`src/rtl/coord_gen.sv`:
```
// coord_gen: raster-order fixed-point complex-plane coordinate generator, LANES pixels per beat
module coord_gen #(
    parameter int Q       = 11,
    parameter int N       = 16,
    parameter int LANES   = 4,
    parameter int H_RES   = 640,
    parameter int V_RES   = 480,
    parameter int GRID_SH = 3
) (
    input  logic               clk,
    input  logic               rst_n,
    input  logic               start,
    input  logic               abort,
    input  logic [N-1:0]       x_min,
    input  logic [N-1:0]       y_max,
    input  logic [1:0]         zoom_level,
    output logic               out_valid,
    input  logic               out_ready,
    output logic [LANES*N-1:0] c_real,
    output logic [N-1:0]       c_img,
    output logic [15:0]        px_x,
    output logic [15:0]        px_y,
    output logic               busy,
    output logic               frame_done
);
    typedef enum logic [1:0] {IDLE, LOAD, RUN, DONE} state_t;

    if (Q >= N || LANES < 1 || LANES > 8 || H_RES % LANES != 0) begin : g_bad_params
        $error("coord_gen: illegal parameter combination");
    end

    state_t             state;
    logic [N-1:0]       xmin_r;
    logic [N-1:0]       ymax_r;
    logic [1:0]         zoom_r;
    logic [N-1:0]       g_r;
    logic [N-1:0]       stride;
    logic [LANES*N-1:0] offs;
    logic [N-1:0]       step;
    logic [N-1:0]       nxt_x;
    logic               fire;
    logic               row_end;
    logic               last;

    // grid step from the latched zoom (clamped to 1 LSB), and the next lane-0 coordinate
    always_comb begin
        step    = (int'(zoom_r) > GRID_SH) ? N'(1) : N'(1) << (GRID_SH - int'(zoom_r));
        fire    = out_valid && out_ready;
        row_end = px_x == 16'(H_RES - LANES);
        last    = row_end && px_y == 16'(V_RES - 1);
        nxt_x   = row_end ? xmin_r : c_real[N-1:0] + stride;
    end

    // frame FSM with registered outputs and the incremental coordinate accumulator
    always_ff @(posedge clk or negedge rst_n) begin
        if (!rst_n) begin
            state      <= IDLE;
            xmin_r     <= '0;
            ymax_r     <= '0;
            zoom_r     <= '0;
            g_r        <= '0;
            stride     <= '0;
            offs       <= '0;
            c_real     <= '0;
            c_img      <= '0;
            px_x       <= '0;
            px_y       <= '0;
            out_valid  <= 1'b0;
            busy       <= 1'b0;
            frame_done <= 1'b0;
        end else begin
            case (state)
                IDLE: if (start) begin
                    state  <= LOAD;
                    busy   <= 1'b1;
                    xmin_r <= x_min;
                    ymax_r <= y_max;
                    zoom_r <= zoom_level;
                end
                LOAD: begin
                    state     <= RUN;
                    g_r       <= step;
                    stride    <= N'(LANES) * step;
                    for (int k = 0; k < LANES; k++) begin
                        offs[k*N +: N]   <= N'(k) * step;
                        c_real[k*N +: N] <= xmin_r + N'(k) * step;
                    end
                    c_img     <= ymax_r;
                    px_x      <= '0;
                    px_y      <= '0;
                    out_valid <= 1'b1;
                end
                RUN: if (abort || (fire && last)) begin
                    state      <= DONE;
                    out_valid  <= 1'b0;
                    frame_done <= 1'b1;
                end else if (fire) begin
                    for (int k = 0; k < LANES; k++)
                        c_real[k*N +: N] <= nxt_x + offs[k*N +: N];
                    px_x  <= row_end ? 16'd0 : px_x + 16'(LANES);
                    px_y  <= row_end ? px_y + 16'd1 : px_y;
                    c_img <= row_end ? c_img - g_r : c_img;
                end
                DONE: begin
                    state      <= IDLE;
                    busy       <= 1'b0;
                    frame_done <= 1'b0;
                end
                default: state <= IDLE;
            endcase
        end
    end
endmodule

```
`config.mk`:
```
export PLATFORM = sky130hd
export DESIGN_NAME = coord_gen
export DESIGN_NICKNAME = d
export VERILOG_FILES = /design/src/rtl/coord_gen.sv
export SDC_FILE = /design/constraint.sdc
export NUM_CORES = 1
export LEC_CHECK = 0
export ABC_CLOCK_PERIOD_IN_PS = 4500
export CAP_MARGIN = 0
export CELL_PAD_IN_SITES_DETAIL_PLACEMENT = 1
export CELL_PAD_IN_SITES_GLOBAL_PLACEMENT = 1
export CORE_UTILIZATION = 42
export DETAILED_ROUTE_END_ITERATION = 12
export PLACE_DENSITY_LB_ADDON = 0.2
export SKIP_LAST_GASP = 1
export SLEW_MARGIN = 25
export SYNTH_ARGS = -nofsm -noshare
export SYNTH_HDL_FRONTEND = slang
export SYNTH_SLANG_ARGS = --single-unit
```
`constraint.sdc`:
```
create_clock -name clk -period 4.5 [get_ports clk]
set_input_delay 0.675 -clock clk [delete_from_list [all_inputs] [get_ports clk]]
set_output_delay 0.675 -clock clk [all_outputs]
set_load 0.05 [all_outputs]
```
Word level (Yosys, flattened, before mapping):

Cells that the tools add are included.

* register bits after elaboration: 228
* bits of input ports: 39
* output and inout bits: 115
* logic and storage cells: 77

* $add $sub $neg: 11
* multiply operators: 1
* equal/unequal tests: 10
* shifts and indexed selects: 1
* muxes and demuxes: 25
* reduce and logical (&&, ||, !) cells: 15

Operators with widths (number)
* two-way mux 16 bit: 10
* two-way mux 64 bit: 2
* case mux 64 bit (2 select lines): 1
* adder 16 bit: 7
* case mux 16 bit (2 select lines): 3
* left shift 1 x 32 -> 16 bit (first input constant): 1
* adder 16 x 1 -> 16 bit (second input constant): 1
* adder 16 x 3 -> 16 bit (second input constant): 1
* == test 16 x 10 -> 1 bit (second input constant): 1
* == test 16 x 9 -> 1 bit (second input constant): 1
* multiplier 2 x 16 -> 16 bit (first input constant): 1
* subtractor 16 bit: 1
* != test 2 bit (second input constant): 5
* AND reduction 2 bit: 5
* case mux 2 bit (4 select lines): 1
* case mux 1 bit (2 select lines): 3
* nonzero test 2 bit: 3
* == test 2 bit (second input constant): 2
* two-way mux 2 bit: 2
* AND reduction 4 bit: 1
* logical AND 1 bit: 3
* two-way mux 1 bit: 3
* AND reduction 3 bit: 1
* subtractor 2 x 2 -> 3 bit (first input constant): 1
* other kinds (3): 3

Longest topological paths before layout:

Gate-level depths: netlist of run 1.

* word-level depth: 6
* depth in mapped cells: 20
* depth with buffers taken out: 16

Worst setup path after synthesis of run 1:

OpenSTA, ideal clock, no wires.

* path type: reg-to-reg
* start: register px_x[2]
* end: register c_real[30]
* library setup time: 0.065 ns
* data arrival time: 4.240 ns
* data required time: 4.435 ns
* path slack: 0.195 ns
* stages on the path, launching flop included: 21
* buffers on the path: 4
* clock period less this slack: 4.305 ns
* cell sequence: dfrtp_1 > ha_1 > nor4bb_2 > nand4_1 > buf_6 > clkbuf_1 > buf_1 > nand2_1 > nand2_1 > ha_1 > inv_1 > fa_1 > nor2b_1 > o21ai_0 > nand2b_1 > nand2_1 > or4_1 > clkbuf_1 > or4_1 > a31oi_1 > a21o_1

* word-level cells in the longest chain between the ends: 6
* elaborated cells on any way between the ends: 11
* those cells by class: 1 x add/sub; 2 x eq/ne; 4 x mux; 4 x reduce/logical

Ends and longest elaborated chain
* start: declaration: RTL line 21 `output logic [15:0] px_x,`
* start signal: assignment: RTL line 100 `px_x <= row_end ? 16'd0 : px_x + 16'(LANES);`
* == test 16 x 10 -> 1 bit (*): RTL line 49 `row_end = px_x == 16'(H_RES - LANES);`
* two-way mux 16 bit or logical AND 1 bit (tied branches): RTL line 51, 50
* adder 16 bit or logical AND 1 bit (tied branches): RTL line 99, 93
* two-way mux 64 bit or logical OR 1 bit (tied branches): RTL line 97, 93
* two-way mux 64 bit or != test 2 bit (tied branches)
* case mux 64 bit (2 select lines) or AND reduction 3 bit (tied branches)
* end signal: indexed assignment: RTL line 86 `c_real[k*N +: N] <= xmin_r + N'(k) * step;`
* end signal: indexed assignment: RTL line 99 `c_real[k*N +: N] <= nxt_x + offs[k*N +: N];`
* end: declaration: RTL line 19 `output logic [LANES*N-1:0] c_real,`

Every way passes the cells marked *; elsewhere a longest branch is shown, timed or not. The select of a mux whose other input is x is not followed.
A chain may end at the register's enable or synchronous reset.

Worst setup path after layout of run 1:

* start: register px_x[12]
* end: register c_real[30]

The elaborated chain is that of the path after synthesis.

==> results of run 1 <==
per-stage QoR:
step	instance area, µm²	utilization, %	hold WS, ns
2_1_floorplan	10050	-	0.3794
3_3_place_gp	11790	50.21	0.4641
3_5_place_dp	11790	50.21	0.4699
4_1_cts	12390	52.77	0.4022
5_1_grt	12390	52.78	0.4104
6_report	12390	52.78	0.3423
path summary, 6_finish.rpt:
check                                       start                     end  slack [ns]  cells after the start
hold reg to reg            c_real[40]$_DFFE_PN0P_  c_real[40]$_DFFE_PN0P_        0.48                      1
setup reg to reg             px_x[12]$_DFFE_PN0P_  c_real[30]$_DFFE_PN0P_        0.47                     15
max in group asynchronous                   rst_n  c_real[54]$_DFFE_PN0P_        3.32                      2
min in group clk           c_real[40]$_DFFE_PN0P_  c_real[40]$_DFFE_PN0P_        0.48                      1
hold / removal                              rst_n    px_y[11]$_DFFE_PN0P_        0.34                      1
setup / recovery             px_x[12]$_DFFE_PN0P_  c_real[30]$_DFFE_PN0P_        0.47                     15
flip-flops by register name (all words and copies together) (netlist names), 4 cells and up:
signal,flops
px_y,16
g_r,4
px_x,14
c_real,62
c_img,16
offs,5
xmin_r,16
ymax_r,16
layer usage:
| metal | track usage [%] | share of wire, % | vias to the layer above |
|---|---|---|---|
| met4 | 7.423 | 1.9 | 0 |
| met2 | 43.30 | 49 | 172 |
| met1 | 34.32 | 46 | 4356 |
| met3 | 3.849 | 3.6 | 35 |
| li1 | - | - | 4107 |
| met5 | 0 | 0 | - |
layout make-up:
class,instances,area (µm²),area share (%)
sequential,156,3904,31.51
clock inverter,15,175.2,1.414
inverter,39,146.4,1.182
tap,319,399.1,3.222
multi-input combinational,843,5692,45.94
timing repair buffer,167,1648,13.30
clock buffer,17,425.4,3.434
logic make-up (layout without fill, tap and decap cells):
kind of cell,Yosys count,after routing,synth area share [%]
other,1,2,0.03734
muxes,74,74,7.924
DFF,156,156,38.87
xor gates and xnor gates,85,85,7.413
and+or+nand+nor,366,366,18.09
adders and majority gates,56,56,7.575
AOI/OAI and AO/OA,260,260,15.44
buffers and inverters,105,238,4.647
cells in the final DEF, fill, tap and decap left out, types with 5 or more instances in the layout:
cell                              instances
sky130_fd_sc_hd__dfrtp_1                156
sky130_fd_sc_hd__clkdlybuf4s50_1        150
sky130_fd_sc_hd__nand2_1                108
sky130_fd_sc_hd__nor2_1                  98
sky130_fd_sc_hd__o21ai_0                 93
sky130_fd_sc_hd__a21oi_1                 72
sky130_fd_sc_hd__xnor2_1                 55
sky130_fd_sc_hd__ha_1                    47
sky130_fd_sc_hd__mux2_2                  44
sky130_fd_sc_hd__inv_1                   39
sky130_fd_sc_hd__xor2_1                  30
sky130_fd_sc_hd__mux2i_1                 30
sky130_fd_sc_hd__nand3_1                 30
sky130_fd_sc_hd__o22ai_1                 21
sky130_fd_sc_hd__a21o_1                  18
sky130_fd_sc_hd__nor2b_1                 17
sky130_fd_sc_hd__clkbuf_16               17
sky130_fd_sc_hd__and3_1                  15
sky130_fd_sc_hd__nor3_1                  15
sky130_fd_sc_hd__buf_4                   15
sky130_fd_sc_hd__a31oi_1                 11
sky130_fd_sc_hd__nor4_1                  10
sky130_fd_sc_hd__nand4_1                 10
sky130_fd_sc_hd__nand2b_1                10
sky130_fd_sc_hd__or3_1                   10
sky130_fd_sc_hd__fa_1                     8
sky130_fd_sc_hd__a211oi_1                 6
sky130_fd_sc_hd__o211ai_1                 6
sky130_fd_sc_hd__nand3b_1                 5
sky130_fd_sc_hd__inv_8                    5
critical path, cell delays in order, from the launching register on:
cell and delay (ns):
sky130_fd_sc_hd__dfrtp_1 0.44, sky130_fd_sc_hd__nor4_1 0.52, sky130_fd_sc_hd__and4_1 0.39, sky130_fd_sc_hd__nand2_1 0.09
sky130_fd_sc_hd__nand2_1 0.08, sky130_fd_sc_hd__ha_1 0.19, sky130_fd_sc_hd__inv_1 0.09, sky130_fd_sc_hd__fa_1 0.39
sky130_fd_sc_hd__nor2b_1 0.16, sky130_fd_sc_hd__o21ai_0 0.09, sky130_fd_sc_hd__nand2b_1 0.13, sky130_fd_sc_hd__nand2_1 0.11
sky130_fd_sc_hd__or4_1 0.56, sky130_fd_sc_hd__or4_1 0.44, sky130_fd_sc_hd__a31oi_1 0.19, sky130_fd_sc_hd__a21o_1 0.10
==> reports/results.txt, run 1 <==
The run finished with clean final reports. The run gives 49,070 µm as the wire length of the first global-routing pass. For the worst-skew pair, the clock arrives at the later sink with an insertion delay of 0.44 ns.

Final worst slack: 0.4701 ns. The worst-case clock buffer depth was 2. The count of input and output buffers is 151, and the proportion of layout cells with a drive suffix above 1 is 9.378%. The share of the synthesized area in the top cell type was 38.87%; the top fanout value on the critical path was 7. Setup violations remaining at the end of the flow were counted as 0.

STA classifies the critical path endpoint as a flop. The max-slew violation count is 0, and the achievable clock frequency is 248.1 MHz. Signed area change from the synthesized netlist to the final layout: 23.37%. For this design, the sink count on the clock tree is 156. Measured against its own limit, the worst slew margin works out to 31.53%. Once the floorplan was initialized, standard cells occupied 42.78% of the core. At the worst endpoint, the arrival time is 4.40 ns. Number of fill cells in the layout: 2,708. The worst hold path belongs to the class primary input to asynchronous set/reset pin.

Data on the critical path is required at its endpoint by 4.87 ns. Number of buffers inserted during clock tree synthesis: 17. For this block, the initial DRC count from the detailed router was 409. After synthesis the cells add up to 10,040 µm².

The number of antenna diodes in the final layout is 0. The number of antenna violations at the first check in global routing was 0. In the final timing run, aggregate negative setup slack is 0 ns. In this run the remaining antenna-violating nets after routing total 0. After floorplanning, the core was divided into 56 placement rows.

From bottom edge to top edge, the die measures 156.6 µm. The root buffer cell chosen for the clock tree is sky130_fd_sc_hd__clkbuf_16. The number of different library cells in the post-synthesis netlist came out at 73. The number of placed instances, taps included is 1,524, and the DRC violations left is 0. Dividing the detail-routed wire length by the instance count gives 19.50 µm.

The proportion of synthesized flip-flops having asynchronous set or reset was 100.0%; the sum of net half-perimeters after detailed placement was 21,990 µm. Clock skew on the completed layout was measured at 0.01394 ns. Using the TritonRoute via totals, the vias-per-cell ratio works out to 5.572. The die covers 24,530 µm². The period utilization was 89.55%; the synthesis-stage register bit count was 156.

The final-report hold violation count came out at 0. Sequential elements use 38.87% of the synthesized area. The commonest cells after synthesis are sky130_fd_sc_hd__dfrtp_1, sky130_fd_sc_hd__nand2_1, sky130_fd_sc_hd__nor2_1. Once layout is complete, the cells apart from fillers number 1,556. After clock tree synthesis, the clock-pin slew on the worst setup and hold paths is 0.07 ns. The largest area contributor in the netlist was sky130_fd_sc_hd__dfrtp_1. After synthesis, the cell types taking the most area are sky130_fd_sc_hd__dfrtp_1, sky130_fd_sc_hd__ha_1, sky130_fd_sc_hd__mux2_2. The H-tree generated during clock tree synthesis spans 4 levels. For the pin with the worst max-slew slack, the measured transition is 1.023 ns. TritonCTS built the clock tree. The placement-stage worst setup slack is 0.5032 ns, and the shortest period the worst path allows is 4.030 ns. The worst setup path is of the flop to flop kind. For the gate count of the mapped netlist, the log shows 1,103. The average instance in the mapped netlist occupies 9.104 µm². The logs give 30,350 µm for the final wirelength and 5 for the first-pass iteration count of the detailed router. For the final net count, the log shows 1,319. The count of hold-fix buffers inserted at cts came out at 0. The congestion estimate from routability-driven global placement came to 0.8569. Overall overflow remaining after global route: 0.

Setup repair after global routing left no endpoint under its margin. For this design the top-level I/O count stands at 154. Counting flops with a built-in enable in the synthesized netlist gives 0. In the global route stage, overall resource usage came out at 25.77%. The largest net degree at the start of global routing came out at 101.

Most common cell in the synthesized netlist: sky130_fd_sc_hd__dfrtp_1. Flip-flop cell with the highest count after synthesis: sky130_fd_sc_hd__dfrtp_1. Via count of the first global-routing pass: 9,058. The floorplan step set the die width to 156.6 µm. The tools report the critical path launch point type as a flop.

For the post-CTS setup repair buffer count, the log shows 0. For this run, the number of Yosys warnings is 0. After floorplanning, the core was sized to cover 23,470 µm². In this run, post-CTS repair resized a total of 0 instances.

The logs give 0 for the max-cap violation count and 8,670 for the overall via count from detail_route.
Power of run 1 is left out: the tool's default activity adds up to more than one toggle a clock period on the data nets, which glitch-free logic cannot reach.
==> inputs of run 2 (changes only) <==
Settings changed: HOLD_SLACK_MARGIN from default to 0.1.
==> results of run 2 <==
Same layout as run 1: the final DEF is identical, and so are final timing and power.
Power of run 2 is left out for the same reason.
